`config.mk`:
```
export PLATFORM = sky130hd
export DESIGN_NAME = instr_decode_ctrl
export DESIGN_NICKNAME = d
export VERILOG_FILES = /design/src/rtl/instr_decode_ctrl_pkg.sv /design/src/rtl/instr_decode_ctrl_branch_cond_eval.sv /design/src/rtl/instr_decode_ctrl.sv
export SDC_FILE = /design/constraint.sdc
export NUM_CORES = 1
export LEC_CHECK = 0
export BUFFER_PORTS_ARGS = -buffer_cell sky130_fd_sc_hd__clkbuf_2
export CAP_MARGIN = 20
export CORE_MARGIN = 2
export CORE_UTILIZATION = 35
export DETAILED_ROUTE_END_ITERATION = 16
export MAX_ROUTING_LAYER = met4
export PLACE_DENSITY_LB_ADDON = 0.12
export SLEW_MARGIN = 20
export SYNTH_ARGS = -nofsm -noshare
export SYNTH_HDL_FRONTEND = slang
export SYNTH_HIERARCHICAL = 1
export SYNTH_SLANG_ARGS = --single-unit
```
`constraint.sdc`:
```
create_clock -name clk -period 3.47 [get_ports clk]
set_input_delay 0.8675 -clock clk [delete_from_list [all_inputs] [get_ports clk]]
set_output_delay 0.8675 -clock clk [all_outputs]
set_load 0.005 [all_outputs]
```
`src/rtl/instr_decode_ctrl_pkg.sv`:
```
// Shared definitions for the instruction decode/control stage.
// No logic and no latency; holds the state enum, opcode, ALU ext, flag and condition encodings.
// No flow control lives here.
package instr_decode_ctrl_pkg;

    typedef enum logic [1:0] {
        FETCH   = 2'd0,
        DECODE  = 2'd1,
        EXECUTE = 2'd2,
        HALT    = 2'd3
    } state_t;

    // Primary opcodes, instruction bits [15:12]
    localparam logic [3:0] OPC_RTYPE = 4'h0;
    localparam logic [3:0] OPC_ANDI  = 4'h1;
    localparam logic [3:0] OPC_ORI   = 4'h2;
    localparam logic [3:0] OPC_XORI  = 4'h3;
    localparam logic [3:0] OPC_ADDI  = 4'h5;
    localparam logic [3:0] OPC_SUBI  = 4'h9;
    localparam logic [3:0] OPC_CMPI  = 4'hB;
    localparam logic [3:0] OPC_BCOND = 4'hC;
    localparam logic [3:0] OPC_MOVI  = 4'hD;
    localparam logic [3:0] OPC_HALT  = 4'hF;

    // R-type ext field, instruction bits [7:4]
    localparam logic [3:0] EXT_AND  = 4'h1;
    localparam logic [3:0] EXT_OR   = 4'h2;
    localparam logic [3:0] EXT_XOR  = 4'h3;
    localparam logic [3:0] EXT_ADD  = 4'h5;
    localparam logic [3:0] EXT_ADDC = 4'h7;
    localparam logic [3:0] EXT_SUB  = 4'h9;
    localparam logic [3:0] EXT_SUBC = 4'hA;
    localparam logic [3:0] EXT_CMP  = 4'hB;
    localparam logic [3:0] EXT_MOV  = 4'hD;

    // Bit positions in the datapath flag register {N,Z,F,L,C}
    localparam int FLAG_C = 0;
    localparam int FLAG_L = 1;
    localparam int FLAG_F = 2;
    localparam int FLAG_Z = 3;
    localparam int FLAG_N = 4;

    // Branch condition codes, instruction bits [11:8]
    localparam logic [3:0] COND_EQ = 4'h0;
    localparam logic [3:0] COND_NE = 4'h1;
    localparam logic [3:0] COND_CS = 4'h2;
    localparam logic [3:0] COND_CC = 4'h3;
    localparam logic [3:0] COND_MI = 4'h6;
    localparam logic [3:0] COND_PL = 4'h7;
    localparam logic [3:0] COND_UC = 4'hE;

    // Opcodes whose B operand comes from the immediate.
    function automatic logic is_imm_form(input logic [3:0] opc);
        return opc inside {OPC_ANDI, OPC_ORI, OPC_XORI, OPC_ADDI,
                           OPC_SUBI, OPC_CMPI, OPC_MOVI};
    endfunction

    // Arithmetic immediates take a signed imm8; the logical ones and MOVI take it unsigned.
    function automatic logic is_sext_form(input logic [3:0] opc);
        return opc inside {OPC_ADDI, OPC_SUBI, OPC_CMPI};
    endfunction

endpackage

```
`src/rtl/instr_decode_ctrl_branch_cond_eval.sv`:
```
// Branch condition evaluator: cond[3:0] and flags[4:0] in, taken out.
// Purely combinational, zero latency.
// No flow control; codes not listed below are never taken.
module branch_cond_eval
    import instr_decode_ctrl_pkg::*;
(
    input  logic [3:0] cond,
    input  logic [4:0] flags,
    output logic       taken
);

    // L and F play no part in any branch condition.
    logic flags_unused;
    assign flags_unused = flags[FLAG_L] ^ flags[FLAG_F];

    always_comb begin
        taken = 1'b0;
        case (cond)
            COND_EQ: taken =  flags[FLAG_Z];
            COND_NE: taken = ~flags[FLAG_Z];
            COND_CS: taken =  flags[FLAG_C];
            COND_CC: taken = ~flags[FLAG_C];
            COND_MI: taken =  flags[FLAG_N];
            COND_PL: taken = ~flags[FLAG_N];
            COND_UC: taken =  1'b1;
            default: taken =  1'b0;
        endcase
    end

endmodule

```
`src/rtl/instr_decode_ctrl.sv`:
```
// Fetch/decode/execute controller that owns the PC and drives every ALU/regfile control input.
// Latency: 3 cycles per instruction (FETCH accept, DECODE, EXECUTE); write strobes last one cycle.
// Backpressure: ins_ready is high only in FETCH, and not in the first cycle after reset.
// Ports: clk/Reset (async, active low); pc_out/ins_valid/ins_data/ins_ready carry the fetch handshake;
//        Flag_Reg_Output carries flags in; the select/Immediate/strobe/OP/cin outputs go to the datapath; halted.
// Optional: define SINGLE_STEP_EN to add input step. Each rising edge of step then admits one fetch.
module instr_decode_ctrl
    import instr_decode_ctrl_pkg::*;
#(
    parameter int                     PC_WIDTH = 16,
    parameter logic [PC_WIDTH-1:0]    RESET_PC = '0
) (
    input  logic                clk,
    input  logic                Reset,
`ifdef SINGLE_STEP_EN
    input  logic                step,
`endif
    output logic [PC_WIDTH-1:0] pc_out,
    input  logic                ins_valid,
    input  logic [15:0]         ins_data,
    output logic                ins_ready,
    input  logic [4:0]          Flag_Reg_Output,
    output logic [3:0]          A_Mux_input,
    output logic [3:0]          B_Mux_input,
    output logic [3:0]          Reg_Enable,
    output logic                Reg_Write,
    output logic                Imm_mux_input,
    output logic [15:0]         Immediate,
    output logic                Tri_Enable,
    output logic                Flags_Enable,
    output logic [7:0]          OP,
    output logic                cin,
    output logic                halted
);

    state_t              state;
    state_t              state_nxt;
    logic [15:0]         ir;
    logic [PC_WIDTH-1:0] pc;
    logic                run;      // low in the first cycle after reset, which keeps ins_ready low then
    logic                fire;
    logic                taken;
    logic                fetch_ok;

    logic [3:0] opc, rdest, ext, rsrc;
    logic [7:0] imm8;
    assign opc   = ir[15:12];
    assign rdest = ir[11:8];
    assign ext   = ir[7:4];
    assign rsrc  = ir[3:0];
    assign imm8  = ir[7:0];

`ifdef SINGLE_STEP_EN
    logic step_q;
    logic step_pend;
    assign fetch_ok = step_pend;
`else
    assign fetch_ok = 1'b1;
`endif

    assign ins_ready = (state == FETCH) && run && fetch_ok;
    assign fire      = ins_ready && ins_valid;
    assign halted    = (state == HALT);
    assign pc_out    = pc;

    branch_cond_eval u_branch_cond_eval (
        .cond  (rdest),
        .flags (Flag_Reg_Output),
        .taken (taken)
    );

    logic [PC_WIDTH-1:0] br_off;
    assign br_off = PC_WIDTH'($signed(imm8));

    always_ff @(posedge clk or negedge Reset) begin
        if (!Reset) begin
            state <= FETCH;
            pc    <= RESET_PC;
            ir    <= '0;
            run   <= 1'b0;
        end else begin
            run   <= 1'b1;
            state <= state_nxt;
            if (fire)
                ir <= ins_data;
            if (state == EXECUTE && opc != OPC_HALT) begin
                if (opc == OPC_BCOND && taken)
                    pc <= pc + br_off;
                else
                    pc <= pc + 1'b1;
            end
        end
    end

`ifdef SINGLE_STEP_EN
    // A step edge seen outside FETCH stays pending until the next fetch consumes it.
    always_ff @(posedge clk or negedge Reset) begin
        if (!Reset) begin
            step_q    <= 1'b0;
            step_pend <= 1'b0;
        end else begin
            step_q    <= step;
            step_pend <= (step_pend & ~fire) | (step & ~step_q);
        end
    end
`endif

    always_comb begin
        state_nxt = state;
        case (state)
            FETCH:   if (fire) state_nxt = DECODE;
            DECODE:  state_nxt = EXECUTE;
            EXECUTE: state_nxt = (opc == OPC_HALT) ? HALT : FETCH;
            HALT:    state_nxt = HALT;
            default: state_nxt = FETCH;
        endcase
    end

    // Decoded controls hold through DECODE and EXECUTE; only EXECUTE asserts the strobes.
    logic alu_op, no_write, no_flags;

    always_comb begin
        A_Mux_input   = '0;
        B_Mux_input   = '0;
        Reg_Enable    = '0;
        Imm_mux_input = 1'b0;
        Immediate     = '0;
        OP            = '0;
        cin           = 1'b0;
        Tri_Enable    = 1'b0;
        Reg_Write     = 1'b0;
        Flags_Enable  = 1'b0;
        alu_op        = 1'b0;
        no_write      = 1'b0;
        no_flags      = 1'b0;
        if (state == DECODE || state == EXECUTE) begin
            A_Mux_input = rdest;
            B_Mux_input = rsrc;
            Reg_Enable  = rdest;
            if (opc == OPC_RTYPE) begin
                alu_op   = 1'b1;
                OP       = {opc, ext};
                cin      = (ext == EXT_ADDC || ext == EXT_SUBC) && Flag_Reg_Output[FLAG_C];
                no_write = (ext == EXT_CMP);
                no_flags = ext inside {EXT_AND, EXT_OR, EXT_XOR, EXT_MOV};
            end else if (is_imm_form(opc)) begin
                alu_op        = 1'b1;
                OP            = {opc, 4'h0};
                Imm_mux_input = 1'b1;
                Immediate     = is_sext_form(opc) ? 16'($signed(imm8)) : {8'h00, imm8};
                no_write      = (opc == OPC_CMPI);
                no_flags      = opc inside {OPC_ANDI, OPC_ORI, OPC_XORI, OPC_MOVI};
            end
            if (state == EXECUTE && alu_op) begin
                Tri_Enable   = ~no_write;
                Reg_Write    = ~no_write;
                Flags_Enable = ~no_flags;
            end
        end
    end

endmodule

```
Word level (Yosys, flattened, before mapping)
Cells that the tools add are included.

Flip-flop bits (word level): 35. Bits of input ports: 24. Output and inout port bits: 59.

Add/subtract/negate cells: 2. Equal/unequal tests: 27. Mux-type cells: 31. Bitwise logic cells: 5. Reductions and logical operators: 15.

Operators with widths (number): $mux 16 (5); $eq 4x4->1 const B (9); $eq 4x2->1 const B (6); $mux 8 (3); $mux 1 (17); $add 16x1->16 const B (1); $add 16x16->16 (1); $eq 4x3->1 const B (4); $eq 4x1->1 const B (3); $logic_not 4->1 (2); $mux 4 (2); $pmux 2 s4 (1); $reduce_bool 4->1 (2); $pmux 1 s7 (1); $reduce_bool 7->1 (1); $logic_and 1x1->1 (6); $not 1->1 (5); $eq 2x2->1 const B (2); $mux 2 (2); $ne 4x4->1 const B (1); $reduce_bool 3->1 (1); $eq 2x1->1 const B (1); $logic_not 2->1 (1); $logic_or 1x1->1 (2); $ne 2x2->1 const B (1).

Depth between registers and ports, before layout
Gate-level depths: netlist of run 1.

Depth after elaboration: 8. Mapped depth: 15. Gate-level depth less buffers: 14.

Hierarchy
The synthesis of run 1 kept the hierarchy.

Modules (own cells, without submodules): instr_decode_ctrl (times used 1, cells each 250, area each 2339.7 µm², seq. area each 875.8 µm²); branch_cond_eval (times used 1, cells each 8, area each 60.1 µm², seq. area each 0.0 µm²).

Worst setup path after synthesis of run 1
Ideal clock, no wire load.

Path kind: input -> register. From: input port Flag_Reg_Output[4]. To: register pc[12], in the netlist pc_out[12]. Data arrival time: 3962 ps. Path slack: -571 ps. Stages on the path: 15. Path buffers: 1. Cells stage by stage: mux2_1 o22ai_1 o21ai_1 o41ai_1 and3_1 clkbuf_1 nand2b_1 ha_1 fa_1 a211oi_1 nor2_1 o21a_1 or4_4 o31ai_2 xor2_1.

Word-level cells in the longest chain between the ends: 4.

RTL lines: start, declared (RTL line instr_decode_ctrl.sv:22) `input logic [4:0] Flag_Reg_Output,`; $not 1->1 (RTL line instr_decode_ctrl_branch_cond_eval.sv:24) `COND_PL: taken = ~flags[FLAG_N];`; $pmux 1 s7 * (RTL line instr_decode_ctrl_branch_cond_eval.sv:18) `case (cond)`; named net taken (RTL line instr_decode_ctrl.sv:42) `logic taken;`; $logic_and 1x1->1 * (RTL line instr_decode_ctrl.sv:87) `if (opc == OPC_BCOND && taken)`; $mux 16 * (RTL line instr_decode_ctrl.sv:87); end signal, assigned (RTL line instr_decode_ctrl.sv:88) `pc <= pc + br_off;`; end signal, assigned (RTL line instr_decode_ctrl.sv:90) `pc <= pc + 1'b1;`; end, declared (RTL line instr_decode_ctrl.sv:39) `logic [PC_WIDTH-1:0] pc;`.

Mark *: on every way through the listed nets, which the timed path passes. The rest lies on a longest branch. A chain may end at the register's enable or synchronous reset.

Final worst setup path of run 1
From: input port Flag_Reg_Output[0]. To: register pc[12], in the netlist pc_out[12].

Word-level cells in the longest chain between the ends: 4.

RTL lines: $not 1->1 (RTL line instr_decode_ctrl_branch_cond_eval.sv:22) `COND_CC: taken = ~flags[FLAG_C];`; $pmux 1 s7 * (RTL line instr_decode_ctrl_branch_cond_eval.sv:18); named net taken (RTL line instr_decode_ctrl.sv:42); $logic_and 1x1->1 * (RTL line instr_decode_ctrl.sv:87); $mux 16 * (RTL line instr_decode_ctrl.sv:87).

Marked as above.

==> impl_metrics.py, run 1 <==
metrics = {
    "status": {
        "status": "completed",
    },
    "floorplan": {
        "core_mm2": 0.006719,
        "io_pins": 83,
        "dieArea_mm2": 0.007535,
        "rows": 30,
        "die_h_um": 86.81,
        "die_w_um": 86.81,
        "initial_core_util_pct": 35.72,
    },
    "layout": {
        "fill_cells": 660,
        "final_cell_count_no_fill": 432,
        "layout.nets": 388,
        "regArea_um2": 875.8,
        "drive_gt1_share_pct": 44.03,
        "diodes": 0,
        "area_growth_pct": 31.44,
        "multi_input_area_mm2": 0.001438,
    },
    "synth": {
        "synthFlopType": "dfrtp_1",
        "syn-instance-count": 258,
        "yosys.area.top_type_share_pct": 36.50,
        "synthTopCellsByCount": "dfrtp_1, and2_1, nand2_1",
        "synth-seq-area-share_pct": 36.50,
        "synth_area_leaders": "dfrtp_1, mux2_2, and2_1",
        "synth_edf_count": 0,
        "synth_area_mm2": 0.002400,
        "async_flop_share_pct": 100.0,
        "synth_cell_types": 47,
        "syn_avg_cell_area_um2": 9.302,
        "syn_nets": 294,
        "ys_warn_count": 6,
        "ys_seq_elements": 35,
        "synth_top_area_cell": "dfrtp_1",
        "synth.most_common_cell": "dfrtp_1",
    },
    "detailed_routing": {
        "drtIter0Drc": 34,
        "wl_per_cell_um": 13.37,
        "ant_nets": 0,
        "drt_first_pass_iters": 4,
        "vias": 2158,
        "viasPerCell": 4.995,
        "drcViolationCount": 0,
        "totalWireLength_um": 5777,
    },
    "worst_setup_path": {
        "r2r_slack_ns": 0.14,
        "critPathKind": "input pin to flip-flop",
        "critPathMaxFanout": 2,
        "required_ns": 3.68,
        "worstRegToRegCells": 14,
        "worst_r2r_endpoint": "pc_out[12]",
        "crit_arrival_ns": 3.67,
        "start_kind": "input pin",
        "cp-end-kind": "flip-flop",
        "worstReg2RegStart": "ir[10]",
    },
    "min_path": {
        "min_path_cells": 1,
        "hold_end": "pc_out[15]",
        "hp-start": "pc_out[15]",
        "hold_path_class": "flip-flop to flip-flop",
    },
    "grt": {
        "grt_max_degree": 36,
        "grt_pass1_wl_um": 9653,
        "antenna_found_initial": 0,
        "grt_use_total_pct": 16.78,
        "grt-ovfl-total": 0,
        "grt_pass1_vias": 2079,
    },
    "clocking": {
        "cts_root_buf": "clkbuf_8",
        "cts_buffers": 5,
        "cts_max_level": 2,
        "clk_latency_ns": 0.29,
        "cts_sinks": 35,
        "ctsHoldBuffers": 0,
        "max-clock-path-buffers": 2,
        "clk_pin_slew_ns": 0.07,
        "tritoncts": "done",
    },
    "timing": {
        "timing.fmax_mhz": 288.9,
        "period_minus_slack_ns": 3.462,
        "skew_ns": 0.005239,
        "slew_violations": 0,
        "slew_headroom_pct": 37.03,
        "hold_ws_ns": 0.4709,
        "rsz0062_at_grt": "true",
        "layout_setup_ws_ns": 0.008019,
        "setup_violations": 0,
        "worst_pin_slew_ns": 0.9445,
        "finalCritPeriodShare_pct": 99.77,
        "hold_viol": 0,
    },
    "place": {
        "place_congestion": 0.8269,
        "place_ws_ns": -0.3819,
        "portBuffers": 80,
        "dp.cells": 421,
        "dpl.hpwl_um": 4442,
    },
    "pwr": {
        "total_power_mw": 2.313,
        "ir_drop_v": 0.0003805,
        "p_leak_nw": 1.665,
        "power_density_mw_per_mm2": 733.4,
    },
    "job": {
        "maxCapViolCount": 0,
    },
}
==> cell usage in the layout (no fill, tap or decap), types with 2 or more instances in the layout <==
| master | instances |
|---|---|
| clkbuf_2 | 78 |
| dfrtp_1 | 35 |
| buf_4 | 28 |
| and2_1 | 23 |
| nand2_1 | 23 |
| nor2_1 | 16 |
| mux2_2 | 16 |
| a21oi_1 | 10 |
| ha_1 | 10 |
| inv_1 | 8 |
| nor3_1 | 8 |
| xnor2_1 | 6 |
| xor2_1 | 6 |
| clkbuf_8 | 6 |
| nand2b_1 | 5 |
| nand4_1 | 5 |
| o21ai_0 | 5 |
| nand3_1 | 4 |
| or3_1 | 4 |
| and3_1 | 3 |
| a211oi_1 | 3 |
| o21a_1 | 3 |
| mux2i_2 | 3 |
| o31ai_1 | 3 |
| nor2_2 | 2 |
| and2_4 | 2 |
| o211a_1 | 2 |
| o221ai_2 | 2 |
| a31oi_1 | 2 |
| o21ai_1 | 2 |
| a21o_1 | 2 |
| buf_6 | 2 |
==> cells by family after synthesis <==
kind of cell	share of synthesized area (%)
compound gates	12.62
xor+xnor	4.380
fa+ha+maj	6.569
buf+inv	6.986
flops	36.50
mux	9.645
other cells	0.1563
simple gates	23.15
==> where the power goes <==
part	switching [mW]	internal [mW]
logic	0.607	0.625
registers	0.217	0.558
clock network	0.151	0.156
total	0.975	1.34
==> sequential cells by signal (all words and copies together), names as in the netlist <==
name / flops
ir: 16
pc_out: 16
state: 2
run: 1
==> worst max-delay path, cell delays in order <==
cell      delay (ns)
buf_6           0.09
mux2_4          0.26
o22ai_2         0.13
o21ai_1         0.09
o41ai_2         0.08
and3_1          0.24
nand2b_1        0.07
ha_2            0.19
fa_2            0.37
a211oi_2        0.22
nor2_2          0.07
o21a_1          0.21
or4_4           0.45
o31ai_4         0.18
xor2_1          0.15
==> stage by stage <==
step           cell area [µm²]  util (%)  setup TNS [ns]
3_3_place_gp              2977     44.30          -1.619
3_5_place_dp              2977     44.30          -2.229
4_1_cts                   3103     46.18        -0.06051
5_1_grt                   3154     46.95         -0.5090
6_report                  3154     46.95               0
2_1_floorplan             2435         -         -0.6003
==> area by class of cell <==
cell class,count,area share (%)
clock buffers,6,2.618
flip-flops and latches,35,27.77
repair buffers,108,19.75
well taps,80,3.173
multi-input cells,194,45.58
inverters,8,0.9520
clock inverters,1,0.1587
==> layer usage <==
metal	share of wire (%)	GRT usage (%)	wire length, µm	vias up
li1	-	-	-	1083
met1	47	21.10	2692	1017
met2	48	27.76	2761	53
met3	4.3	2.857	251	5
met4	1.2	4.688	72	0
met5	0	-	0	-
==> how the worst max path moves through the flow <==
stage / from / endpoint
global route: Flag_Reg_Output[0] / pc_out[12]
CTS: Flag_Reg_Output[0] / pc_out[12]
detailed placement: Flag_Reg_Output[0] / pc_out[12]
global placement: Flag_Reg_Output[0] / pc_out[12]
finish: Flag_Reg_Output[0] / pc_out[12]
floorplan: Flag_Reg_Output[0] / pc_out[12]
==> repair_timing <==
action                     in CTS  in global routing
pin swaps                      10                 11
resized for setup               3                 12
setup endpoints to repair       2                  9
buffers inserted                4                  0
Power figures use the tool's default switching activity.
==> inputs of run 2 (changes only) <==
--- a/config.mk
+++ b/config.mk
@@ -10,8 +10,10 @@
 export CORE_MARGIN = 2
 export CORE_UTILIZATION = 35
 export DETAILED_ROUTE_END_ITERATION = 16
+export GPL_TIMING_DRIVEN = 0
 export MAX_ROUTING_LAYER = met4
 export PLACE_DENSITY_LB_ADDON = 0.12
+export SETUP_SLACK_MARGIN = 0.4
 export SLEW_MARGIN = 20
 export SYNTH_ARGS = -nofsm -noshare
 export SYNTH_HDL_FRONTEND = slang
==> run 2 against run 1 <==
  * The run now ends with setup timing left
  * Via count increased by 0.74%
  * Global-route usage decreased by 0.17 points
  * Sequential share of layout area decreased by 0.83 points
  * Design area increased by 3.1%
  * Clock power increased by 9.8%
  * Wire length increased by 3.7%
  * Critical path depth increased by 1
  * Sequential cell count unchanged
  * Combinational power increased by 12%
  * Register-to-register slack got worse by 0.03 ns
  * Non-clock buffer count increased by 4
==> impl_metrics.py, run 2 (synthesis results as in run 1) <==
metrics = {
    "status": {
        "status": "finished with violations",
        "violations": "setup timing",
    },
    "timing": {
        "worst_pin_slew_ns": 0.9083,
        "timing.fmax_mhz": 285.8,
        "layout_setup_ws_ns": -0.02885,
        "skew_ns": 0.01658,
        "rsz0062_at_grt": "true",
        "slew_headroom_pct": 39.45,
        "slew_violations": 0,
        "period_minus_slack_ns": 3.499,
        "hold_viol": 0,
        "setup_violations": 2,
        "hold_ws_ns": 0.4706,
        "finalCritPeriodShare_pct": 100.8,
    },
    "layout": {
        "drive_gt1_share_pct": 44.82,
        "final_common_cell": "clkbuf_2",
        "layout.nets": 392,
        "mostFrequentLayoutCells": "clkbuf_2, dfrtp_1, and2_1",
        "regArea_um2": 875.8,
        "diodes": 0,
        "fill_cells": 655,
        "area_growth_pct": 35.51,
        "multi_input_area_mm2": 0.001499,
    },
    "detailed_routing": {
        "wl_per_cell_um": 13.71,
        "drtIter0Drc": 62,
        "totalWireLength_um": 5991,
        "drcViolationCount": 0,
        "viasPerCell": 4.975,
        "ant_nets": 0,
        "vias": 2174,
        "drt_first_pass_iters": 4,
    },
    "worst_setup_path": {
        "cp-end-kind": "flip-flop",
        "critPathMaxFanout": 7,
        "start_kind": "input pin",
        "crit_arrival_ns": 3.72,
        "required_ns": 3.69,
        "critPathKind": "input pin to flip-flop",
    },
    "clocking": {
        "cts_buffers": 5,
        "cts_root_buf": "clkbuf_8",
        "clk_latency_ns": 0.29,
        "ctsHoldBuffers": 0,
        "clk_pin_slew_ns": 0.08,
        "cts_max_level": 2,
        "tritoncts": "done",
        "max-clock-path-buffers": 2,
        "cts_sinks": 35,
    },
    "floorplan": {
        "die_h_um": 86.81,
        "io_pins": 83,
        "core_mm2": 0.006719,
        "dieArea_mm2": 0.007535,
        "rows": 30,
        "initial_core_util_pct": 35.72,
        "die_w_um": 86.81,
    },
    "job": {
        "maxCapViolCount": 0,
    },
    "grt": {
        "grt_use_total_pct": 16.61,
        "grt-ovfl-total": 0,
        "grt_max_degree": 36,
        "grt_pass1_wl_um": 9618,
        "antenna_found_initial": 0,
        "grt_pass1_vias": 2026,
    },
    "min_path": {
        "hold_path_class": "flip-flop to flip-flop",
    },
    "pwr": {
        "ir_drop_v": 0.0003328,
        "p_leak_nw": 1.692,
        "total_power_mw": 2.450,
        "power_density_mw_per_mm2": 753.3,
    },
    "place": {
        "place_congestion": 0.8429,
        "dpl.hpwl_um": 4473,
        "portBuffers": 80,
    },
}
run 2: per-stage QoR:
step | instances | setup slack [ns] | utilization (%) | area, µm² | TNS, ns
after floorplan | 258 | -0.3180 | - | 2460 | -0.6002
after global placement | 418 | -0.6462 | 44.06 | 2960 | -2.937
after detailed placement | 418 | -0.6899 | 44.06 | 2960 | -3.206
after CTS | 433 | -0.08718 | 47.26 | 3176 | -0.1642
after global routing | 437 | -0.1223 | 48.40 | 3252 | -0.2474
final | 437 | -0.02885 | 48.40 | 3252 | -0.03587
run 2: repair_timing:
item / 4_1_cts / 5_1_grt
pin swaps: 14 / 7
resized for setup: 12 / 13
setup buffers: 7 / 4
endpoints found under the setup margin: 11 / 19
run 2: power breakdown:
group	internal [mW]	leakage (nW)	total (mW)	switching [mW]
combinational	0.683	1.20	1.38	0.699
sequential	0.558	0.440	0.731	0.173
clock	0.182	0.0515	0.337	0.155
run 2: path summary, 6_finish.rpt:
kind,slack (ns),start,depth (start not counted),endpoint
max,-0.03,Flag_Reg_Output[0],16,pc_out[12]
min,0.47,pc_out[15],1,pc_out[15]
max reg2reg,0.11,ir[10],15,pc_out[12]
min reg2reg,0.47,pc_out[15],1,pc_out[15]
max in group asynchronous,2.19,Reset,1,ir[1]
min in group asynchronous,0.68,Reset,1,pc_out[1]
run 2: area by class of cell:
class | count | share of cell area (%)
clock buffers | 8 | 3.078
inverters | 8 | 0.9234
multi-input cells | 194 | 46.09
well taps | 80 | 3.078
plain buffers | 21 | 4.617
repair buffers | 91 | 15.28
flip-flops and latches | 35 | 26.93
run 2: routing by layer:
metal  up-vias  part of all wire (%)  track usage, %
li1       1090                     -               -
met1      1017                    48           22.59
met2        58                    46           24.98
met3         9                   3.7           2.952
met4         0                   1.8           5.540
met5         -                     0               -
run 2: worst max-delay path: stages:
cell      delay (ns)
buf_6           0.09
mux2_4          0.26
o22ai_2         0.15
o21ai_2         0.08
o41ai_4         0.07
and3_4          0.24
buf_8           0.11
nand2b_4        0.06
ha_4            0.16
fa_2            0.34
a211oi_2        0.20
nor2_2          0.06
o21a_2          0.22
or4_4           0.45
o31ai_4         0.19
xor2_1          0.15
==> inputs of run 3 (changes only) <==
--- a/config.mk
+++ b/config.mk
@@ -12,10 +12,8 @@
 export DETAILED_ROUTE_END_ITERATION = 16
 export GPL_TIMING_DRIVEN = 0
 export MAX_ROUTING_LAYER = met4
-export PLACE_DENSITY_LB_ADDON = 0.12
 export SETUP_SLACK_MARGIN = 0.4
 export SLEW_MARGIN = 20
 export SYNTH_ARGS = -nofsm -noshare
 export SYNTH_HDL_FRONTEND = slang
-export SYNTH_HIERARCHICAL = 1
 export SYNTH_SLANG_ARGS = --single-unit
==> run 3 against run 2 <==
  * The run now ends clean
  * Combinational power is 29% higher
  * Non-clock buffer count is 5 higher
  * Critical path depth is 5 lower
  * Critical path type unchanged
  * Critical endpoint is now pc_out[15]
  * Largest cell class unchanged
  * Largest power group unchanged
==> impl_metrics.py, run 3 <==
metrics = {
    "status": {
        "status": "completed",
    },
    "synth": {
        "syn_avg_cell_area_um2": 8.812,
        "syn-instance-count": 305,
        "synthTopCellsByCount": "nand2_1, dfrtp_1, a21oi_1, and2_1, ha_1",
        "ys_seq_elements": 35,
        "synth.most_common_cell": "nand2_1",
        "syn_nets": 349,
        "synth_cell_types": 57,
        "synth_area_mm2": 0.002688,
        "synth-seq-area-share_pct": 32.59,
        "ys_warn_count": 0,
        "synth_edf_count": 0,
        "synth_top_area_cell": "dfrtp_1",
        "synthFlopType": "dfrtp_1",
        "synth_area_leaders": "dfrtp_1, ha_1, mux2_2",
        "yosys.area.top_type_share_pct": 32.59,
        "async_flop_share_pct": 100.0,
    },
    "grt": {
        "grt_max_degree": 36,
        "antenna_found_initial": 0,
        "grt_use_total_pct": 18.31,
        "grt_pass1_vias": 2524,
        "grt-ovfl-total": 0,
        "grt_pass1_wl_um": 12190,
    },
    "worst_setup_path": {
        "critPathMaxFanout": 5,
        "crit_arrival_ns": 3.52,
        "cp-end-kind": "flip-flop",
        "start_kind": "input pin",
        "critPathKind": "input pin to flip-flop",
        "required_ns": 3.64,
    },
    "layout": {
        "final_common_cell": "clkbuf_2",
        "drive_gt1_share_pct": 48.05,
        "layout.nets": 453,
        "diodes": 0,
        "mostFrequentLayoutCells": "clkbuf_2, nand2_1, dfrtp_1",
        "utilization_pct": 52.88,
        "area_growth_pct": 44.23,
    },
    "clocking": {
        "cts_sinks": 35,
        "clk_latency_ns": 0.30,
        "ctsHoldBuffers": 0,
        "tritoncts": "done",
        "clk_pin_slew_ns": 0.09,
        "cts_max_level": 2,
        "max-clock-path-buffers": 2,
        "cts_buffers": 5,
        "cts_root_buf": "clkbuf_8",
    },
    "pwr": {
        "power_density_mw_per_mm2": 771.4,
        "p_leak_nw": 1.820,
        "ir_drop_v": 0.0004016,
    },
    "floorplan": {
        "dieArea_mm2": 0.008396,
        "initial_core_util_pct": 36.66,
        "die_w_um": 91.63,
        "rows": 31,
        "core_mm2": 0.007331,
        "io_pins": 83,
        "die_h_um": 91.63,
    },
    "timing": {
        "slew_violations": 0,
        "layout_setup_ws_ns": 0.1242,
        "hold_viol": 0,
        "skew_ns": 0.008436,
        "worst_pin_slew_ns": 0.9272,
        "setup_violations": 0,
        "slew_headroom_pct": 38.19,
        "rsz0062_at_grt": "true",
        "finalCritPeriodShare_pct": 96.42,
        "timing.fmax_mhz": 298.9,
        "period_minus_slack_ns": 3.346,
    },
    "detailed_routing": {
        "viasPerCell": 5.106,
        "vias": 2599,
        "wl_per_cell_um": 15.25,
        "drcViolationCount": 0,
        "drtIter0Drc": 81,
        "drt_first_pass_iters": 4,
        "totalWireLength_um": 7764,
        "ant_nets": 0,
    },
    "place": {
        "place_ws_ns": -0.2462,
        "dpl.hpwl_um": 5192,
        "place_congestion": 0.8845,
        "portBuffers": 80,
    },
    "job": {
        "maxCapViolCount": 0,
    },
    "min_path": {
        "hold_path_class": "flip-flop to flip-flop",
    },
}
run 3: cell type report:
type / instances / area [µm²]
plain buffers: 22 / 136.4
clock buffers: 5 / 68.82
clock inverters: 3 / 47.55
fillers: 686 / 3455
inverters: 13 / 48.80
multi-input cells: 237 / 2033
flip-flops and latches: 35 / 875.8
well taps: 99 / 123.9
repair buffers: 95 / 541.8
run 3: logic make-up (layout without fill, tap and decap cells):
group,Yosys count,after routing,synth area share [%]
xor+xnor,8,8,2.607
other cells,1,1,0.1395
buf+inv,35,138,6.703
compound gates,75,75,18.90
fa+ha+maj,20,20,9.590
mux,17,17,7.076
simple gates,114,116,22.39
flops,35,35,32.59
run 3: worst paths after layout:
check                                         from    endpoint  slack (ns)  cells after the start
worst max-delay path            Flag_Reg_Output[0]  pc_out[15]        0.12                     11
worst min-delay path                    pc_out[15]  pc_out[15]        0.55                      1
worst max register to register               ir[8]  pc_out[15]        0.26                     10
worst min register to register          pc_out[15]  pc_out[15]        0.55                      1
max in group asynchronous                    Reset  pc_out[11]        2.20                      1
min in group asynchronous                    Reset   pc_out[6]        0.70                      1
run 3: stage by stage:
stage                     area (µm²)  setup TNS [ns]  power [mW]  instances  hold slack (ns)
after floorplan                 2854               0       1.757        305           0.4907
after global placement          3378          -1.440       2.290        484           0.5168
after detailed placement        3378          -1.886       2.315        484           0.5167
after CTS                       3671               0       2.838        502           0.5404
after global routing            3876               0       3.226        509           0.5711
final                           3876               0       2.990        509           0.5496
run 3: worst max-delay path: stages:
cell     delay (ns)
buf_8          0.10
or3b_4         0.37
a32oi_4        0.29
nor3_2         0.14
and2_2         0.29
ha_4           0.32
nand2_1        0.12
or3_1          0.36
or4_1          0.47
nand4_1        0.11
o41ai_2        0.07
run 3: per-layer routing:
| layer | share of wire (%) | GRT usage (%) | wire [µm] | up-vias |
|---|---|---|---|---|
| li1 | - | - | - | 1280 |
| met1 | 47 | 24.08 | 3632 | 1246 |
| met2 | 48 | 29.41 | 3689 | 62 |
| met3 | 4.5 | 3.451 | 347 | 11 |
| met4 | 1.2 | 4.167 | 95 | 0 |
| met5 | 0 | - | 0 | - |
run 3: timing repair:
action                                  4_1_cts  5_1_grt
endpoints found under the setup margin       27       23
gates cloned                                  0        2
pin swaps                                    16       16
setup buffers                                10        5
gates resized for setup                      21       33
run 3: power breakdown:
part | switching, mW | total (mW) | internal, mW
logic | 0.894 | 1.78 | 0.889
registers | 0.230 | 0.811 | 0.581
clock network | 0.178 | 0.396 | 0.218
total | 1.30 | 2.99 | 1.69
